$ cat src/rtl/ddr_rx_aligner.sv
// ddr_rx_aligner
// Aligns the rising/falling half-word pairs coming out of the DDR demux into
// full-width words. A training FSM hunts for train_word in either phase:
// A = {falling, rising} (falling edge first in time) or
// B = {previous rising, falling} (rising edge first in time).
// Once the pattern has been seen lock_count times in a row, the selected
// phase is used to emit one aligned word per pair.
//
// Ports:
//   clock, reset          single clock, synchronous active-high reset
//   enable, relock        sequencing from the link-management FSM
//   rising_valid/rising   rising-edge half-word from the demux
//   falling_valid/falling falling-edge half-word from the demux
//   dout_valid, dout      aligned word, one-cycle strobe, latency 1
//   locked, swap          lock status and selected phase (1 = rising-first)
//   err_count             saturating half-pair error count while locked
//
// state  | meaning
// IDLE   | disabled, outputs quiescent, stale rising half discarded
// HUNT   | searching both phases for the training word
// VERIFY | phase chosen, counting consecutive training words
// LOCKED | emitting aligned words, counting half-pair errors
module ddr_rx_aligner #(
    parameter int                  width      = 8,
    parameter logic [2*width-1:0]  train_word = 16'h5AA5,
    parameter int                  lock_count = 4,
    parameter int                  err_limit  = 3
) (
    input  logic                 clock,
    input  logic                 reset,
    input  logic                 enable,
    input  logic                 relock,
    input  logic                 rising_valid,
    input  logic [width-1:0]     rising,
    input  logic                 falling_valid,
    input  logic [width-1:0]     falling,
    output logic                 dout_valid,
    output logic [2*width-1:0]   dout,
    output logic                 locked,
    output logic                 swap,
    output logic [7:0]           err_count
);

    typedef enum logic [1:0] {IDLE, HUNT, VERIFY, LOCKED} state_t;

    localparam logic [3:0] lock_cnt_c = 4'(lock_count);
    localparam logic [7:0] err_lim_c  = 8'(err_limit);

    state_t              state_q, state_d;
    logic [3:0]          count_q, count_d;
    logic                swap_q, swap_d;
    logic                locked_q, locked_d;
    logic [width-1:0]    rising_q, rising_d;
    logic                rq_valid_q, rq_valid_d;
    logic [2*width-1:0]  dout_q, dout_d;
    logic                dout_valid_q, dout_valid_d;
    logic [7:0]          err_count_q, err_count_d;

    logic                pair;
    logic                half_pair;
    logic [2*width-1:0]  cand_a;
    logic [2*width-1:0]  cand_b;
    logic [2*width-1:0]  selected;
    logic [3:0]          count_inc;
    logic [7:0]          err_inc;

    always_comb begin
        pair      = rising_valid & falling_valid;
        half_pair = rising_valid ^ falling_valid;
        cand_a    = {falling, rising};
        cand_b    = {rising_q, falling};
        selected  = swap_q ? cand_b : cand_a;
        count_inc = count_q + 4'd1;
        err_inc   = (err_count_q == 8'hFF) ? err_count_q : err_count_q + 8'd1;

        state_d      = state_q;
        count_d      = count_q;
        swap_d       = swap_q;
        rising_d     = rising_q;
        rq_valid_d   = rq_valid_q;
        dout_d       = dout_q;
        dout_valid_d = 1'b0;
        err_count_d  = err_count_q;

        // The previous rising half is tracked on every pair while active,
        // including relock and error cycles, so B is ready right away.
        if (enable && state_q != IDLE && pair) begin
            rising_d   = rising;
            rq_valid_d = 1'b1;
        end

        if (!enable) begin
            state_d    = IDLE;
            count_d    = 4'd0;
            rq_valid_d = 1'b0;
        end else if (relock && (state_q == VERIFY || state_q == LOCKED)) begin
            state_d = HUNT;
            count_d = 4'd0;
        end else begin
            unique case (state_q)
                IDLE: begin
                    rq_valid_d = 1'b0;
                    state_d    = HUNT;
                end
                HUNT: begin
                    if (pair) begin
                        if (cand_a == train_word) begin
                            swap_d  = 1'b0;
                            count_d = 4'd1;
                            state_d = VERIFY;
                        end else if (rq_valid_q && cand_b == train_word) begin
                            swap_d  = 1'b1;
                            count_d = 4'd1;
                            state_d = VERIFY;
                        end
                    end
                end
                VERIFY: begin
                    if (pair) begin
                        if (selected == train_word) begin
                            count_d = count_inc;
                            if (count_inc >= lock_cnt_c) begin
                                state_d     = LOCKED;
                                err_count_d = 8'd0;
                            end
                        end else begin
                            count_d = 4'd0;
                            state_d = HUNT;
                        end
                    end
                end
                LOCKED: begin
                    if (half_pair) begin
                        err_count_d = err_inc;
                        if (err_inc == err_lim_c) begin
                            state_d = HUNT;
                            count_d = 4'd0;
                        end
                    end else if (pair) begin
                        dout_d       = selected;
                        dout_valid_d = 1'b1;
                    end
                end
                default: state_d = IDLE;
            endcase
        end

        locked_d = (state_d == LOCKED);
    end

    always_ff @(posedge clock) begin
        if (reset) begin
            state_q      <= IDLE;
            count_q      <= 4'd0;
            swap_q       <= 1'b0;
            locked_q     <= 1'b0;
            rising_q     <= '0;
            rq_valid_q   <= 1'b0;
            dout_q       <= '0;
            dout_valid_q <= 1'b0;
            err_count_q  <= 8'd0;
        end else begin
            state_q      <= state_d;
            count_q      <= count_d;
            swap_q       <= swap_d;
            locked_q     <= locked_d;
            rising_q     <= rising_d;
            rq_valid_q   <= rq_valid_d;
            dout_q       <= dout_d;
            dout_valid_q <= dout_valid_d;
            err_count_q  <= err_count_d;
        end
    end

    assign dout_valid = dout_valid_q;
    assign dout       = dout_q;
    assign locked     = locked_q;
    assign swap       = swap_q;
    assign err_count  = err_count_q;

endmodule

$ cat config.mk
export PLATFORM = sky130hd
export DESIGN_NAME = ddr_rx_aligner
export DESIGN_NICKNAME = d
export VERILOG_FILES = /design/src/rtl/ddr_rx_aligner.sv
export SDC_FILE = /design/constraint.sdc
export NUM_CORES = 1
export LEC_CHECK = 0
export ABC_AREA = 1
export BUFFER_PORTS_ARGS = -buffer_cell sky130_fd_sc_hd__buf_2
export CAP_MARGIN = 20
export CORE_ASPECT_RATIO = 1.4
export CORE_MARGIN = 3
export CORE_UTILIZATION = 55
export DETAILED_ROUTE_END_ITERATION = 10
export PLACE_DENSITY_LB_ADDON = 0.25
export SLEW_MARGIN = 10
export SYNTH_ARGS = -nofsm -noshare
export SYNTH_HDL_FRONTEND = slang
export SYNTH_SLANG_ARGS = --single-unit
$ cat constraint.sdc
create_clock -name clock -period 2 [get_ports clock]
set_input_delay 0.3 -clock clock [delete_from_list [all_inputs] [get_ports clock]]
set_output_delay 0.3 -clock clock [all_outputs]
set_load 0.005 [all_outputs]
-- Word level (Yosys, flattened, before mapping)
Cells that the tools add are included.
- bitwise gates (word level): 6
- $lt $le $gt $ge: 1
- reduce and logical (&&, ||, !) cells: 17
- muxes and demuxes: 32
- add/subtract/negate cells: 2
- equality and inequality tests: 16
- operator list (operator ; number):
    $eq 16x15->1 const B ; 3
    $mux 8 ; 5
    $mux 4 ; 7
    $mux 2 ; 10
    $mux 16 ; 1
    $pmux 8 s2 ; 1
    $pmux 4 s3 ; 1
    $reduce_and 5->1 ; 2
    $add 8x1->8 const B ; 1
    $eq 8x2->1 const B ; 1
    $eq 8x8->1 const B ; 1
    $pmux 2 s4 ; 1
    $reduce_and 7->1 ; 1
    $eq 2x2->1 const B ; 3
    $mux 1 ; 6
    $ne 2x1->1 const B ; 3
    $ne 2x2->1 const B ; 3
    $reduce_and 6->1 ; 1
    $reduce_bool 2->1 ; 3
    $reduce_or 5->1 ; 1
    $add 4x1->4 const B ; 1
    $ge 4x3->1 const B ; 1
    $logic_and 1x1->1 ; 4
    $not 1->1 ; 4
    other kinds (9) ; 9
- register bits after elaboration: 42

-- Longest topological paths before layout
- depth in word-level cells: 9
- gate-level depth with buffers: 15
- gate-level depth less buffers: 13

-- Least setup slack after synthesis
OpenSTA, ideal clock, no wires.
- kind: reg2reg
- start point: reg err_count_q[1] (netlist: err_count[1])
- end point: reg count_q[0]
- required time: 1.885 ns
- setup slack: 0.306 ns
- library setup time: 0.115 ns
- period minus slack after synthesis: 1.694 ns
- path buffers: 0
- arrival: 1.579 ns
- cell stages (with the launch flop): 13
- cells stage by stage: dfxtp_1 > ha_1 > nand2_1 > nor2_1 > nand2_1 > nand2_1 > nand2_1 > nand2_1 > nor2_1 > nand3_1 > nand2_2 > a21oi_1 > nor2_1
- cells in the longest elaborated chain, start to end: 5
- elaborated cells on any way between the ends: 6
- classes of those cells: add/sub (1); eq/ne (3); mux (1); reduce/logical (1)
- RTL lines (item ; line ; RTL):
    start: declaration ; 57 ; logic [7:0] err_count_q, err_count_d;
    start signal: assignment ; 171 ; err_count_q <= err_count_d;
    $add 8x1->8 / $eq 8x8->1 (equally long branches) ; 74 ; err_inc = (err_count_q == 8'hFF) ? err_count_q : err_count_q + 8'd1;
    $mux 8 (*) ; 74 ;
    $eq 8x2->1 (*) ; 135 ; if (err_inc == err_lim_c) begin
    $ne 2x1->1 (no line) (*) ; n/a ;
    $reduce_and 6->1 (no line) (*) ; n/a ;
    end signal: assignment ; 164 ; count_q <= count_d;
    end: declaration ; 50 ; logic [3:0] count_q, count_d;
Mark *: on every way between the ends. The rest lies on a longest branch, timed or not.
A chain may end at the register's enable or synchronous reset.

-- Worst setup path in the final report
- start point: reg err_count_q[1] (netlist: err_count[1])
- end point: reg state_q[1]
- cells in the longest elaborated chain, start to end: 8
- elaborated cells on any way between the ends: 9
- classes of those cells: add/sub (1); eq/ne (2); mux (6)
- RTL lines (item ; line ; RTL):
    $add 8x1->8 / $eq 8x8->1 (equally long branches) ; 74 ;
    $mux 8 (*) ; 74 ;
    $eq 8x2->1 (*) ; 135 ;
    $mux 2 (*) ; 135 ;
    $mux 2 (*) ; 133 ; if (half_pair) begin
    $pmux 2 s4 (*) ; 100 ; unique case (state_q)
    $mux 2 (*) ; 96 ; end else if (relock && (state_q == VERIFY || state_q == LOCKED)) begin
    $mux 2 (*) ; 92 ; if (!enable) begin
    end signal: assignment ; 163 ; state_q <= state_d;
    end: declaration ; 49 ; state_t state_q, state_d;
Marks and branches as above.

==> impl_metrics.py <==
metrics = {
    "run_status": {
        "status": "finished clean",
    },
    "worst_setup_path": {
        "crit_type": "flop to flop",
        "reg2reg_to": "state_q[1]",
        "worstPathRequired_ns": 2.19,
        "crit_chain": "ha_1 > nand2_1 > nor2_1 > nand3_1 > nand2_1 > nand2_1 > nor2_1 > nand3_1 > nand2_2 > nand2_1 > nand2_1 > nor2_1",
        "endpoint_kind": "flop",
        "crit_slowest_cell": "dfxtp_1",
        "reg2reg_slack_ns": 0.23,
        "worstPathMaxFanout": 9,
        "worstPathArrival_ns": 1.96,
        "cp_num_buf_inv": 0,
        "path_delay_family": "simple AND/OR/NAND/NOR gates",
        "crit_top_cell": "nand2_1",
        "cp-start-kind": "flop",
        "reg2regPathDepth": 12,
        "timing.rr.start": "err_count[1]",
        "cp_slowest_stage_delay_ns": 0.34,
    },
    "routing": {
        "routed_wl_mm": 6.327,
        "wl_per_cell_um": 12.41,
        "ant_nets": 0,
        "via_count": 2695,
        "drc_errors": 0,
        "drt_iter0_drc": 122,
        "viasPerCell": 5.284,
        "dr.pass1.iters": 4,
    },
    "yosys": {
        "ys_seq_area_share_pct": 33.17,
        "ys_seq_elements": 42,
        "synth.avg_cell_area_um2": 6.337,
        "ys_warn_count": 0,
        "ys.flop_type": "dfxtp_1",
        "synth_area_um2": 2535,
        "synth_top_area_share_pct": 33.17,
        "async_flop_share_pct": 0,
        "synth.distinct_cells": 33,
        "synth_cells": 400,
        "synth_edf_count": 0,
        "yosysMostFrequentCell": "nand2_1",
        "synth_area_leaders": "dfxtp_1 33%, nand2_1 16%, nand3_1 6.9%, nor2_1 6.8%, inv_1 6.4%",
        "syn_nets": 425,
        "yosys-top-cells-count": "106 x nand2_1, 46 x nor2_1, 43 x inv_1",
        "synth_area_leader_cell": "dfxtp_1",
    },
    "finish": {
        "area_growth_pct": 17.67,
        "fill_cells": 433,
        "fin_nets": 474,
        "diodes": 0,
        "fin_util_pct": 68.66,
        "drive_gt1_share_pct": 21.78,
    },
    "power": {
        "ir_drop_v": 0.0004565,
        "p_leak_nw": 1.348,
        "p_total_mw": 1.810,
        "powerDensity_nw_per_um2": 606.6,
    },
    "floorplanning": {
        "coreArea_um2": 4344,
        "start_util_pct": 58.35,
        "num_rows": 28,
        "die_area_um2": 5471,
        "fp.dieH_um": 86.33,
        "die_w_um": 63.38,
        "ios": 49,
    },
    "grt": {
        "grt_start_max_net_pins": 34,
        "grt_pass1_wl_mm": 10.87,
        "grt_antenna_before_repair": 0,
        "grt_overflow": 0,
        "grt_util_all_layers_pct": 24.46,
        "grt_pass1_vias": 2541,
    },
    "timing": {
        "finalSetupTns_ns": 0,
        "slew_viol_final": 0,
        "rsz0062_at_grt": "false",
        "setup_viol": 0,
        "fin_crit_sh_pct": 88.46,
        "finalClockSkew_ns": 0.008158,
        "max_slew_margin_pct": 63.12,
        "fmax_mhz": 565.2,
        "hold_violations": 0,
        "worst_pin_slew_ns": 0.5517,
        "setup_slack_ns": 0.2307,
        "period_minus_slack_ns": 1.769,
    },
    "cts": {
        "clk_latency_ns": 0.30,
        "cts-root-buf": "clkbuf_8",
        "clk_path_buf_depth": 2,
        "clk_pin_slew_ns": 0.08,
        "cts_buffers": 5,
        "hold_buffers": 0,
        "tritoncts": "built",
        "h-tree-depth": 2,
        "cts.sinks": 42,
        "post-cts-setup-buffer-count": 0,
    },
    "placed_design": {
        "post-place-ws_ns": 0.2107,
        "gp_congestion": 0.9347,
        "port_buffers": 48,
        "hpwlAfterDp_mm": 4.889,
    },
    "hold_path": {
        "min_path_type": "input pin to flop",
        "hp-start": "rising[0]",
        "hold_depth": 3,
        "holdPathEnd": "rising_q[0]",
    },
    "run": {
        "maxCapViolations": 0,
    },
}
[worst min-delay path: stages]
cell and delay, ns:
buf_2 0.10, o21ai_0 0.08, a21oi_1 0.10
[cell type report]
cell class              instances  area, um2  area share (%)
clock inverters                 2      60.06           2.013
flip-flops and latches         42      840.8           28.19
well taps                      60      75.07           2.517
clock buffers                   6      82.58           2.768
inverters                      46      173.9           5.831
repair buffers                 55      292.8           9.815
multi-input cells             299       1458           48.87
[sequential cells by signal, indices dropped and copies added (netlist names)]
name,cells
count_q,4
dout,16
dout_valid,1
err_count,8
locked,1
rising_q,8
rq_valid_q,1
state_q,2
swap,1
[metal layers]
| layer | share of wire, % | global-route usage (%) |
|---|---|---|
| met1 | 41 | 26.88 |
| met2 | 52 | 46.10 |
| met3 | 4.5 | 3.632 |
| met4 | 2.7 | 10.41 |
| met5 | 0 | 0 |
[metrics by stage]
step,hold slack [ns],cell area [um2],instances
global placement,0.4311,2838,502
floorplan,0.3761,2535,400
CTS,0.3237,2980,510
global route,0.3501,2983,510
detailed placement,0.4345,2838,502
finish,0.3227,2983,510
[layout by cell type (no fill, tap or decap), types with 2 or more instances in the layout]
cell and instances:
nand2_1 105, buf_2 48, nor2_1 46, inv_1 43, dfxtp_1 42, nand3_1 35
a21oi_1 30, o21ai_0 19, nor2_2 8, a21oi_2 8, nand2_2 7, nand4_1 7
buf_4 7, or2_2 6, clkbuf_8 6, nor3_1 4, o21ai_1 4, or2_0 4
ha_1 3, xnor2_1 2, nand3b_1 2, nand3_2 2, o21bai_1 2, bufinv_16 2
[cell families after synthesis]
group                      after synthesis  share of synthesized area, %
buffers and inverters                   59                         9.773
DFF                                     42                         33.17
adders and majority gates                3                         1.481
and+or+nand+nor                        229                         40.47
AOI/OAI and AO/OA                       64                         14.07
xor gates and xnor gates                 3                         1.037
[worst max path at each step]
stage | startpoint | to | slack [ns] | cells after the start
finish | err_count[1] | state_q[1] | 0.23 | 12
global route | err_count[0] | locked | 0.04 | 13
CTS | err_count[1] | locked | 0.21 | 13
detailed placement | err_count[1] | count_q[2] | 0.21 | 12
global placement | err_count[1] | count_q[3] | 0.25 | 12
floorplan | err_count[1] | count_q[0] | 0.31 | 12
[power breakdown]
part / switching, mW / total, mW / leakage (nW) / internal [mW]
combinational: 0.0882 / 0.135 / 0.938 / 0.0463
clock: 0.297 / 0.830 / 0.0714 / 0.532
sequential: 0.00414 / 0.845 / 0.339 / 0.841
[what timing repair did]
action	4_1_cts	5_1_grt
hold endpoints to repair	0	0
resized for setup	0	1
endpoints found under the setup margin	0	1
No activity file was read; power rests on OpenSTA's default activity.
